===== src/rtl/branch_resolve_unit_pkg.sv =====
`default_nettype none
// +----------------------------------------------------------------------------+
// | Package    : drac_pkg                                                      |
// | Description: Shared types for the branch resolve unit. Holds the PC type,  |
// |              instruction type, branch decision, fetch-stage prediction    |
// |              record and a helper that classifies conditional branches.    |
// | Revision   : 1.0 - initial release                                         |
// +----------------------------------------------------------------------------+
package drac_pkg;

   typedef logic [39:0] addrPC_t;

   typedef enum logic [3:0] {
      INSTR_OTHER = 4'd0,
      JAL         = 4'd1,
      JALR        = 4'd2,
      BEQ         = 4'd3,
      BNE         = 4'd4,
      BLT         = 4'd5,
      BGE         = 4'd6,
      BLTU        = 4'd7,
      BGEU        = 4'd8
   } instr_type_t;

   typedef enum logic {
      NOT_TAKEN = 1'b0,
      TAKEN     = 1'b1
   } branch_decision_t;

   typedef struct packed {
      logic             is_branch;
      branch_decision_t decision;
      addrPC_t          pred_addr;
   } branch_pred_t;

   function automatic logic is_cond_branch(input instr_type_t t);
      return (t == BEQ) || (t == BNE) || (t == BLT) ||
             (t == BGE) || (t == BLTU) || (t == BGEU);
   endfunction

endpackage
`default_nettype wire


===== src/rtl/branch_resolve_unit_if.sv =====
`default_nettype none
// +----------------------------------------------------------------------------+
// | Interface  : branch_resolve_unit_if                                        |
// | Description: Fetch push channel and exe resolve channel of the branch      |
// |              resolve unit.                                                 |
// |   push_valid/push_pc/push_pred : one prediction per accepted push          |
// |   push_ready                   : queue can accept (driven by the unit)     |
// |   resolve_valid/type/taken/next_pc : exe outcome for the oldest entry      |
// |   stall                        : exe stalled, resolve ignored              |
// |   master = fetch/exe side, slave = branch resolve unit                     |
// | Revision   : 1.0 - initial release                                         |
// +----------------------------------------------------------------------------+
interface branch_resolve_unit_if;
   import drac_pkg::*;

   logic             push_valid;
   addrPC_t          push_pc;
   branch_pred_t     push_pred;
   logic             push_ready;

   logic             resolve_valid;
   instr_type_t      resolve_type;
   branch_decision_t resolve_taken;
   addrPC_t          resolve_next_pc;
   logic             stall;

   modport master (
      output push_valid, push_pc, push_pred,
      input  push_ready,
      output resolve_valid, resolve_type, resolve_taken, resolve_next_pc, stall
   );

   modport slave (
      input  push_valid, push_pc, push_pred,
      output push_ready,
      input  resolve_valid, resolve_type, resolve_taken, resolve_next_pc, stall
   );

endinterface
`default_nettype wire


===== src/rtl/branch_resolve_unit_pred_queue.sv =====
`default_nettype none
// +----------------------------------------------------------------------------+
// | Module     : bru_pred_queue                                                |
// | Description: DEPTH-entry in-order circular FIFO of {pc, prediction}.       |
// |   clk_i, rstn_i        : clock, synchronous active-low reset               |
// |   push_i, push_pc_i, push_pred_i : write one entry (caller ensures !full)  |
// |   pop_i                : retire head entry (caller ensures !empty)         |
// |   flush_i              : empty the queue, overrides push and pop           |
// |   head_pc_o/head_pred_o: oldest entry                                      |
// |   full_o, empty_o, occupancy_o : fill status from registered pointers      |
// | Revision   : 1.0 - initial release                                         |
// +----------------------------------------------------------------------------+
module bru_pred_queue
   import drac_pkg::*;
#(
   parameter int unsigned DEPTH = 4
) (
   input  logic                     clk_i,
   input  logic                     rstn_i,
   input  logic                     push_i,
   input  addrPC_t                  push_pc_i,
   input  branch_pred_t             push_pred_i,
   input  logic                     pop_i,
   input  logic                     flush_i,
   output addrPC_t                  head_pc_o,
   output branch_pred_t             head_pred_o,
   output logic                     full_o,
   output logic                     empty_o,
   output logic [$clog2(DEPTH):0]   occupancy_o
);

   localparam int unsigned AW      = $clog2(DEPTH);
   localparam logic [AW:0] PTR_ONE = (AW+1)'(1);

   // Pointers carry one extra MSB so equal indices can be told apart as
   // full (MSBs differ) or empty (MSBs equal).
   logic [AW:0]  wr_ptr_q, wr_ptr_d;
   logic [AW:0]  rd_ptr_q, rd_ptr_d;
   addrPC_t      pc_mem_q   [DEPTH];
   branch_pred_t pred_mem_q [DEPTH];

   always_comb begin
      wr_ptr_d = wr_ptr_q;
      rd_ptr_d = rd_ptr_q;
      if (flush_i) begin
         wr_ptr_d = '0;
         rd_ptr_d = '0;
      end else begin
         if (push_i) wr_ptr_d = wr_ptr_q + PTR_ONE;
         if (pop_i)  rd_ptr_d = rd_ptr_q + PTR_ONE;
      end
   end

   always_ff @(posedge clk_i) begin
      if (!rstn_i) begin
         wr_ptr_q <= '0;
         rd_ptr_q <= '0;
      end else begin
         wr_ptr_q <= wr_ptr_d;
         rd_ptr_q <= rd_ptr_d;
      end
   end

   // Storage needs no reset: entries are only read while the pointers say
   // they hold valid data.
   always_ff @(posedge clk_i) begin
      if (push_i) begin
         pc_mem_q[wr_ptr_q[AW-1:0]]   <= push_pc_i;
         pred_mem_q[wr_ptr_q[AW-1:0]] <= push_pred_i;
      end
   end

   assign head_pc_o   = pc_mem_q[rd_ptr_q[AW-1:0]];
   assign head_pred_o = pred_mem_q[rd_ptr_q[AW-1:0]];
   assign empty_o     = (wr_ptr_q == rd_ptr_q);
   assign full_o      = (wr_ptr_q[AW] != rd_ptr_q[AW]) &&
                        (wr_ptr_q[AW-1:0] == rd_ptr_q[AW-1:0]);
   assign occupancy_o = wr_ptr_q - rd_ptr_q;

endmodule
`default_nettype wire


===== src/rtl/branch_resolve_unit.sv =====
`default_nettype none
// +----------------------------------------------------------------------------+
// | Module     : branch_resolve_unit                                           |
// | Description: Queues fetch-stage predictions of in-flight instructions,     |
// |              checks the oldest one when exe resolves it and raises a       |
// |              registered redirect on mispredict. Emits predictor update     |
// |              beats and keeps saturating branch/mispredict counters.        |
// |   clk_i, rstn_i    : clock, synchronous active-low reset                   |
// |   bus (slave)      : push channel from fetch, resolve channel from exe     |
// |   flush_i          : external flush, empties the queue                     |
// |   correct_o        : result of last resolve (1 = correct)                  |
// |   redirect_valid_o/redirect_pc_o : one-cycle refetch request              |
// |   upd_valid_o/upd_pc_o/upd_taken_o/upd_target_o : predictor update beat   |
// |   occupancy_o      : entries held                                          |
// |   cnt_branch_o/cnt_mispred_o : saturating performance counters            |
// |   resolve_err_o    : sticky, resolve seen with an empty queue              |
// | Revision   : 1.0 - initial release                                         |
// +----------------------------------------------------------------------------+
module branch_resolve_unit
   import drac_pkg::*;
#(
   parameter int unsigned DEPTH     = 4,
   parameter int unsigned CNT_WIDTH = 32,
   parameter bit          BP_EN     = 1'b1
) (
   input  logic                     clk_i,
   input  logic                     rstn_i,
   branch_resolve_unit_if.slave     bus,
   input  logic                     flush_i,
   output logic                     correct_o,
   output logic                     redirect_valid_o,
   output addrPC_t                  redirect_pc_o,
   output logic                     upd_valid_o,
   output addrPC_t                  upd_pc_o,
   output branch_decision_t         upd_taken_o,
   output addrPC_t                  upd_target_o,
   output logic [$clog2(DEPTH):0]   occupancy_o,
   output logic [CNT_WIDTH-1:0]     cnt_branch_o,
   output logic [CNT_WIDTH-1:0]     cnt_mispred_o,
   output logic                     resolve_err_o
);

   localparam logic [CNT_WIDTH-1:0] CNT_ONE = CNT_WIDTH'(1);

   addrPC_t      head_pc;
   branch_pred_t head_pred;
   logic         q_full;
   logic         q_empty;
   logic         q_flush;
   logic         push_en;
   logic         pop_en;
   logic         check_ok;
   logic         mispred;
   logic         is_ctrl;
   logic         is_counted;

   logic                   correct_q,        correct_d;
   logic                   redirect_valid_q, redirect_valid_d;
   addrPC_t                redirect_pc_q,    redirect_pc_d;
   logic                   upd_valid_q,      upd_valid_d;
   addrPC_t                upd_pc_q,         upd_pc_d;
   branch_decision_t       upd_taken_q,      upd_taken_d;
   addrPC_t                upd_target_q,     upd_target_d;
   logic [CNT_WIDTH-1:0]   cnt_branch_q,     cnt_branch_d;
   logic [CNT_WIDTH-1:0]   cnt_mispred_q,    cnt_mispred_d;
   logic                   resolve_err_q,    resolve_err_d;

   // A conditional branch/JALR is correct only if a taken prediction named
   // the real next PC, or a not-taken prediction matched a not-taken outcome.
   // With prediction disabled fetch is static not-taken, so any such
   // instruction is treated as mispredicted.
   function automatic logic pred_ok(input instr_type_t      t,
                                    input branch_pred_t     p,
                                    input branch_decision_t act_dec,
                                    input addrPC_t          next_pc);
      logic ok;
      if (t == JAL) begin
         ok = 1'b1;
      end else if (is_cond_branch(t) || (t == JALR)) begin
         if (BP_EN)
            ok = ((p.decision == TAKEN) && (p.pred_addr == next_pc)) ||
                 ((p.decision == NOT_TAKEN) && (act_dec == NOT_TAKEN));
         else
            ok = 1'b0;
      end else begin
         ok = !p.is_branch || (p.decision == NOT_TAKEN);
      end
      return ok;
   endfunction

   always_comb begin
      pop_en     = bus.resolve_valid && !bus.stall && !q_empty && !flush_i;
      check_ok   = pred_ok(bus.resolve_type, head_pred, bus.resolve_taken,
                           bus.resolve_next_pc);
      mispred    = pop_en && !check_ok;
      // Ready is the registered !full, so a pop this cycle never frees a slot
      // for a same-cycle push; a mispredict discards the wrong-path push.
      push_en    = bus.push_valid && !q_full && !flush_i && !mispred;
      q_flush    = flush_i || mispred;
      is_ctrl    = (bus.resolve_type == JAL) || (bus.resolve_type == JALR) ||
                   is_cond_branch(bus.resolve_type);
      is_counted = (bus.resolve_type == JALR) || is_cond_branch(bus.resolve_type);
   end

   bru_pred_queue #(
      .DEPTH (DEPTH)
   ) u_queue (
      .clk_i       (clk_i),
      .rstn_i      (rstn_i),
      .push_i      (push_en),
      .push_pc_i   (bus.push_pc),
      .push_pred_i (bus.push_pred),
      .pop_i       (pop_en),
      .flush_i     (q_flush),
      .head_pc_o   (head_pc),
      .head_pred_o (head_pred),
      .full_o      (q_full),
      .empty_o     (q_empty),
      .occupancy_o (occupancy_o)
   );

   always_comb begin
      correct_d        = pop_en ? check_ok : correct_q;
      redirect_valid_d = mispred;
      redirect_pc_d    = mispred ? bus.resolve_next_pc : redirect_pc_q;
      upd_valid_d      = pop_en && is_ctrl;
      upd_pc_d         = upd_valid_d ? head_pc : upd_pc_q;
      upd_taken_d      = upd_valid_d ? bus.resolve_taken : upd_taken_q;
      upd_target_d     = upd_valid_d ? bus.resolve_next_pc : upd_target_q;
      cnt_branch_d     = cnt_branch_q;
      if (pop_en && is_counted && (cnt_branch_q != '1))
         cnt_branch_d = cnt_branch_q + CNT_ONE;
      cnt_mispred_d    = cnt_mispred_q;
      if (mispred && (cnt_mispred_q != '1))
         cnt_mispred_d = cnt_mispred_q + CNT_ONE;
      resolve_err_d    = resolve_err_q ||
                         (bus.resolve_valid && !bus.stall && q_empty);
   end

   always_ff @(posedge clk_i) begin
      if (!rstn_i) begin
         correct_q        <= 1'b1;
         redirect_valid_q <= 1'b0;
         redirect_pc_q    <= '0;
         upd_valid_q      <= 1'b0;
         upd_pc_q         <= '0;
         upd_taken_q      <= NOT_TAKEN;
         upd_target_q     <= '0;
         cnt_branch_q     <= '0;
         cnt_mispred_q    <= '0;
         resolve_err_q    <= 1'b0;
      end else begin
         correct_q        <= correct_d;
         redirect_valid_q <= redirect_valid_d;
         redirect_pc_q    <= redirect_pc_d;
         upd_valid_q      <= upd_valid_d;
         upd_pc_q         <= upd_pc_d;
         upd_taken_q      <= upd_taken_d;
         upd_target_q     <= upd_target_d;
         cnt_branch_q     <= cnt_branch_d;
         cnt_mispred_q    <= cnt_mispred_d;
         resolve_err_q    <= resolve_err_d;
      end
   end

   assign bus.push_ready   = !q_full;
   assign correct_o        = correct_q;
   assign redirect_valid_o = redirect_valid_q;
   assign redirect_pc_o    = redirect_pc_q;
   assign upd_valid_o      = upd_valid_q;
   assign upd_pc_o         = upd_pc_q;
   assign upd_taken_o      = upd_taken_q;
   assign upd_target_o     = upd_target_q;
   assign cnt_branch_o     = cnt_branch_q;
   assign cnt_mispred_o    = cnt_mispred_q;
   assign resolve_err_o    = resolve_err_q;

endmodule
`default_nettype wire


===== src/flat_wrapper.sv =====
// flat-port wrapper written by rule: the top's interface ports become plain ports
module branch_resolve_unit_flat import drac_pkg::*;
#(
   parameter int unsigned DEPTH     = 4,
   parameter int unsigned CNT_WIDTH = 32,
   parameter bit          BP_EN     = 1'b1
)
  (clk_i, rstn_i, flush_i, correct_o, redirect_valid_o, redirect_pc_o, upd_valid_o, upd_pc_o, upd_taken_o, upd_target_o, occupancy_o, cnt_branch_o, cnt_mispred_o, resolve_err_o, bus_push_valid, bus_push_pc, bus_push_pred, bus_push_ready, bus_resolve_valid, bus_resolve_type, bus_resolve_taken, bus_resolve_next_pc, bus_stall);
  branch_resolve_unit_if bus_i ();
  input  logic clk_i;
  input  logic rstn_i;
  input  logic flush_i;
  output logic correct_o;
  output logic redirect_valid_o;
  output addrPC_t redirect_pc_o;
  output logic upd_valid_o;
  output addrPC_t upd_pc_o;
  output branch_decision_t upd_taken_o;
  output addrPC_t upd_target_o;
  output logic [$clog2(DEPTH):0] occupancy_o;
  output logic [CNT_WIDTH-1:0] cnt_branch_o;
  output logic [CNT_WIDTH-1:0] cnt_mispred_o;
  output logic resolve_err_o;
  input wire logic [$bits(bus_i.push_valid)-1:0] bus_push_valid;
  input wire logic [$bits(bus_i.push_pc)-1:0] bus_push_pc;
  input wire logic [$bits(bus_i.push_pred)-1:0] bus_push_pred;
  output wire logic [$bits(bus_i.push_ready)-1:0] bus_push_ready;
  input wire logic [$bits(bus_i.resolve_valid)-1:0] bus_resolve_valid;
  input wire logic [$bits(bus_i.resolve_type)-1:0] bus_resolve_type;
  input wire logic [$bits(bus_i.resolve_taken)-1:0] bus_resolve_taken;
  input wire logic [$bits(bus_i.resolve_next_pc)-1:0] bus_resolve_next_pc;
  input wire logic [$bits(bus_i.stall)-1:0] bus_stall;
  assign bus_i.push_valid = bus_push_valid;
  assign bus_i.push_pc = bus_push_pc;
  assign bus_i.push_pred = bus_push_pred;
  assign bus_push_ready = bus_i.push_ready;
  assign bus_i.resolve_valid = bus_resolve_valid;
  assign bus_i.resolve_type = bus_resolve_type;
  assign bus_i.resolve_taken = bus_resolve_taken;
  assign bus_i.resolve_next_pc = bus_resolve_next_pc;
  assign bus_i.stall = bus_stall;
  branch_resolve_unit #(.DEPTH(DEPTH), .CNT_WIDTH(CNT_WIDTH), .BP_EN(BP_EN)) u_core (.clk_i(clk_i), .rstn_i(rstn_i), .bus(bus_i), .flush_i(flush_i), .correct_o(correct_o), .redirect_valid_o(redirect_valid_o), .redirect_pc_o(redirect_pc_o), .upd_valid_o(upd_valid_o), .upd_pc_o(upd_pc_o), .upd_taken_o(upd_taken_o), .upd_target_o(upd_target_o), .occupancy_o(occupancy_o), .cnt_branch_o(cnt_branch_o), .cnt_mispred_o(cnt_mispred_o), .resolve_err_o(resolve_err_o));
endmodule

===== config.mk =====
export PLATFORM = sky130hd
export DESIGN_NAME = branch_resolve_unit_flat
export DESIGN_NICKNAME = d
export VERILOG_FILES = /design/src/rtl/branch_resolve_unit_pkg.sv /design/src/rtl/branch_resolve_unit_if.sv /design/src/rtl/branch_resolve_unit_pred_queue.sv /design/src/rtl/branch_resolve_unit.sv /design/src/flat_wrapper.sv
export SDC_FILE = /design/constraint.sdc
export NUM_CORES = 1
export LEC_CHECK = 0
export CORE_UTILIZATION = 50
export CTS_BUF_LIST = sky130_fd_sc_hd__clkbuf_4
export DETAILED_ROUTE_END_ITERATION = 16
export PLACE_DENSITY = 0.85
export SLEW_MARGIN = 20
export SYNTH_ARGS = -nofsm -noshare
export SYNTH_HDL_FRONTEND = slang
export SYNTH_HIERARCHICAL = 1
export SYNTH_SLANG_ARGS = --single-unit

===== constraint.sdc =====
create_clock -name clk_i -period 4.75 [get_ports clk_i]
set_input_delay 0.95 -clock clk_i [delete_from_list [all_inputs] [get_ports clk_i]]
set_output_delay 0.95 -clock clk_i [all_outputs]
set_load 0.03 [all_outputs]

Yosys cells after proc, flatten, opt, wreduce, memory -nomap -nowiden --
Memories as Yosys holds them, arrays and structs flattened. A register that Yosys moved wholly into a read port is not among the register bits. Cells that the tools add are included.
Storage, ports and cells: flip-flop bits (word level) 155, bits in latches 0, memory bits (writable) 328, ROM bits 0, input bits 133, output and inout bits 193, logic and storage cells 77, memories 2
Memories:
- u_core.u_queue.pred_mem_q | words 4, bits a word 42, rd ports 1, clocked after Yosys merged registers in 1, write ports 1, line branch_resolve_unit_pred_queue.sv:40 | branch_pred_t pred_mem_q [DEPTH];
- u_core.u_queue.pc_mem_q | words 4, bits a word 40, rd ports 1, clocked after Yosys merged registers in 1, write ports 1, line branch_resolve_unit_pred_queue.sv:39 | addrPC_t pc_mem_q [DEPTH];
Operators by class: $add $sub $neg 5, multipliers 0, divide/modulo/power cells 0, order comparisons 0, equal/unequal tests 14, shift operators 0, multiplexer cells 6, bitwise gates (word level) 3, reductions and logical operators 36
Operator list (number):
- 32-bit by 1-bit adder with 32-bit output, second input constant | 2
- 32-bit != test, second input constant | 2
- 40-bit == test | 1
- 4-bit by 3-bit == test with 1-bit output, second input constant | 4
- 1-bit logical AND | 15
- 1-bit logical OR | 12
- 4-bit by 2-bit == test with 1-bit output, second input constant | 2
- 1-bit zero test | 8
- 3-bit by 1-bit adder with 3-bit output, second input constant | 2
- 4-bit by 1-bit == test with 1-bit output, second input constant | 1
- 4-bit == test, second input constant | 1
- 1-bit two-way mux | 4
- 2-bit two-way mux | 2
- 3-bit == test | 1
- 1-bit NOT | 3
- 3-bit subtractor | 1
- 2-bit == test | 1
- 2-bit OR reduction | 1
- 1-bit != test | 1

Depth between registers and ports, before layout --
Gate-level depths: netlist of the first run.
word-level depth 15, mapped depth 13, mapped depth without buffers 11

By module --
Netlist of the first run, hierarchy kept.
By module, submodules not included:
- bru_pred_queue | times used 1, cells each 475, area each 12369.4 um2, sequential area each 10009.6 um2
- branch_resolve_unit | times used 1, cells each 987, area each 7915.1 um2, sequential area each 3783.6 um2

Worst setup path after synthesis of the first run --
Ideal clock, no wire load.
path kind reg2reg, from reg with a tool-made name, to mem u_core/u_queue/pc_mem_q[3][0] (netlist bit), enable pin, library setup time 0.449 ns, data arrival time 4.664 ns, required time 4.301 ns, slack -0.363 ns, stages on the path, launching flop included 13, path buffers 3, clock period less this slack 5.113 ns, cell sequence dfxtp_1 > buf_6 > buf_12 > mux4_2 > xnor2_1 > nand4_1 > nor4_1 > nand4_2 > nand2_2 > nand2b_1 > nor3b_1 > clkbuf_1 > and2_1
RTL lines (line):
- end: declaration | branch_resolve_unit_pred_queue.sv:39

==> results of run 1 <==
[registers in the layout, indices dropped and copies added (netlist names), named ones only]
| register | count |
|---|---|
| u_core/upd_taken_o | 1 |
| u_core/upd_target_o | 40 |
| u_core/u_queue/wr_ptr_q | 3 |
| u_core/redirect_pc_o | 40 |
| u_core/correct_o | 1 |
| u_core/u_queue/pred_mem_q | 168 |
| u_core/cnt_mispred_o | 32 |
| u_core/cnt_branch_o | 32 |
| u_core/redirect_valid_o | 1 |
| u_core/upd_pc_o | 40 |
| u_core/upd_valid_o | 1 |
| u_core/resolve_err_o | 1 |
| u_core/u_queue/rd_ptr_q | 3 |
| u_core/u_queue/pc_mem_q | 160 |
[final cells by class]
type                    count  area (um^2)
inverters                  25         98.8
repair buffers            360         3650
flip-flops and latches    525        13800
well taps                 525          657
diodes                      7         17.5
clock inverters            50          347
fillers                  2822        13900
clock buffers             198         1490
multi-input cells         838         5990
[through the flow]
stage / util, % / total power, uW / setup slack, ns
floorplan: - / 5130 / 0.522
global placement: 60.6 / 5340 / 0.457
global route: 65.2 / 9650 / 0.411
detailed placement: 60.6 / 5360 / 0.372
finish: 65.3 / 9300 / 0.610
CTS: 65.2 / 9400 / 0.607
[critical path, cell delays in order (launching register included)]
cell and delay, ns:
dfxtp_4 0.55, buf_12 0.25, mux4_2 0.54, xnor2_1 0.19, nand4_1 0.18, nor4_1 0.49, nand4_2 0.21, nand2_2 0.13
nand2b_1 0.07, nor3b_1 0.22, buf_4 0.20, and2_4 0.46, buf_4 0.30
[worst min-delay path by stage]
stage	from	end	slack, ns	depth (start not counted)
2_1_floorplan	u_core/u_queue/rd_ptr_q[1]	flip-flop	0.51	2
3_3_place_gp	u_core/upd_target_o[32]	u_core/upd_target_o[32]	0.44	2
3_5_place_dp	u_core/redirect_pc_o[15]	u_core/redirect_pc_o[15]	0.45	2
4_1_cts	u_core/upd_pc_o[6]	u_core/upd_pc_o[6]	0.46	2
5_1_grt	u_core/upd_target_o[16]	u_core/upd_target_o[16]	0.47	2
6_report	u_core/upd_pc_o[7]	u_core/upd_pc_o[7]	0.45	2
[routing by layer]
layer  global-route usage [%]  share of wire [%]  vias up
met5                        0               0.14        -
met4                     9.53                1.9       14
met3                     8.28                 10       88
met2                     44.7                 51      797
met1                     32.2                 37     7011
li1                         -                  -     6363
[kinds of logic (layout without fill, tap and decap cells)]
family,count (synthesis),count (layout),share of synthesized area (%)
buffers and inverters,99,633,2.67
multiplexers,89,89,9.47
AND/OR/NAND/NOR,470,470,10.8
AO/OA/AOI/OAI,199,199,5.35
adder cells (fa/ha/maj),10,10,0.654
flip-flops,525,525,68.0
XOR/XNOR,70,70,3.02
other,0,7,0
[layout by cell type (no fill, tap or decap), drive strengths merged, types with 2 or more instances in the layout]
cell type	instances
o2111ai	3
inv	29
a21bo	2
nand3	64
o21ai	25
clkinv	37
xnor2	56
bufinv	5
nor3	10
dfxtp	197
o21a	4
a21oi	150
or3	22
nand2b	8
clkbuf	198
clkinvlp	4
nand4	27
diode	7
o31ai	5
nand2	243
and4	10
nor4	11
nor2	49
nor4b	2
and2	11
mux4	82
clkdlybuf4s50	325
edfxtp	328
buf	35
xor2	14
and3	2
ha	9
or4	5
nand3b	2
mux2i	7
[power breakdown]
| part | leakage, uW | switching, uW | total, uW | internal, uW |
|---|---|---|---|---|
| Clock | 0.00107 | 1840 | 4040 | 2200 |
| Sequential | 0.00457 | 14.4 | 4900 | 4880 |
| Combinational | 0.00270 | 188 | 364 | 176 |
| Total | 0.00835 | 2040 | 9300 | 7260 |
==> flow_summary.toml, run 1 <==
[layout]
syn_to_final_growth_pct = 28.4
layout.nets = 2027
stdcell_count = 2528
drive_gt1_share_pct = 17.8
design_area_um2 = 26000

[timing]
final.min_clock_period_ns = 4.14
setup_tns_ns = 0
clock_skew_ns = 0.0487
rsz0062_at_grt = "false"
fmax_mhz = 242
worst_pin_slew_ns = 0.776
maxSlewHeadroom_pct = 48.2
finalCritPeriodShare_pct = 87.2
hold_violations = 0
hold_slack_ns = 0.451
slew_violations = 0
setup_viol = 0

[drt]
drt_first_pass_iters = 5
via_per_inst = 5.65
via_count = 14300
wirelength_um = 55300
drt_iter0_markers = 1320
detail-route-antenna-nets = 0
route.detailed.drc = 0
wire_per_inst_um = 21.9

[logic_synthesis]
ys_types = 57
syn_area_um2 = 20300
synth_edf_count = 328
synthArstFlopShare_pct = 0
seq_area_frac_synth_pct = 68.0
synthCells = 1462
syn_nets = 1605
synth_top_cell_area_share_pct = 48.6
ys_seq_elements = 525
yosysTopAreaCell = "edfxtp_1"
synth.top_cells.by_count = "edfxtp_1 (328), nand2_1 (241), dfxtp_1 (197)"
synth.most_common_cell = "edfxtp_1"
synthFlopType = "edfxtp_1"
yosysWarnings = 6
synth_area_leaders = "edfxtp_1 (49%), dfxtp_1 (19%), mux4_2 (9.0%), nand2_1 (4.5%), a21oi_1 (3.7%)"
syn_area_per_cell_um2 = 13.9

[setup_path]
cp.required_ns = 5.23
worst_r2r_endpoint = "u_core/u_queue/pc_mem_q[0][11]"
criticalPathCategory = "flip-flop to flip-flop"
end_kind = "flip-flop"
cp_max_fo = 25
rr_worst_depth = 12
cp-start-kind = "flip-flop"
cp.arrival_ns = 4.62
rrSetupSlack_ns = 0.61
cp-endpoint = "u_core/u_queue/pc_mem_q[0][11]"

[clock_tree]
htreeDepth = 4
clockBufferDepth = 3
cts.sinks = 525
ctsHoldBuffers = 0
cts_tree = "done"
cts_setup_buffers = 0
clk_latency_ns = 0.82
cts_buffers = 134
root_buffer = "clkbuf_4"
clk_pin_slew_worst_paths_ns = 0.06
ctsResizeCount = 0

[floorplanning]
fp-row-count = 73
die_y_um = 203
die-area_um2 = 41400
io_pins = 326
core_um2 = 39900
start_util_pct = 50.8
die_w_um = 203

[power]
p_leak_uw = 0.00835
power.density_nw_per_um2 = 357
vdd_drop_max_mv = 0.247

[placed_design]
dpl.cell_count = 2273
place.gp.congestion = 0.848
placed_area_um2 = 24200
io_buffers = 325
dp.final_hpwl_um = 36400

[global_route]
grt_use_total_pct = 26.6
grt-ovfl-total = 0
grt_pass1_wl_um = 82500
grt_max_degree = 92
grt_pass1_vias = 14400
antenna_found_initial = 12

[min_path]
hp-class = "flip-flop to flip-flop"

[status]
status = "finished, final reports clean"

[flow_run]
drv_cap = 0
(Power assumes the default switching activity.)
==> run 2: changes to the inputs <==
--- a/config.mk
+++ b/config.mk
@@ -5,6 +5,7 @@
 export SDC_FILE = /design/constraint.sdc
 export NUM_CORES = 1
 export LEC_CHECK = 0
+export CAP_MARGIN = 20
 export CORE_UTILIZATION = 50
 export CTS_BUF_LIST = sky130_fd_sc_hd__clkbuf_4
 export DETAILED_ROUTE_END_ITERATION = 16
==> results of run 2 <==
Same layout as run 1: the final DEF is identical, and so are final timing and power.
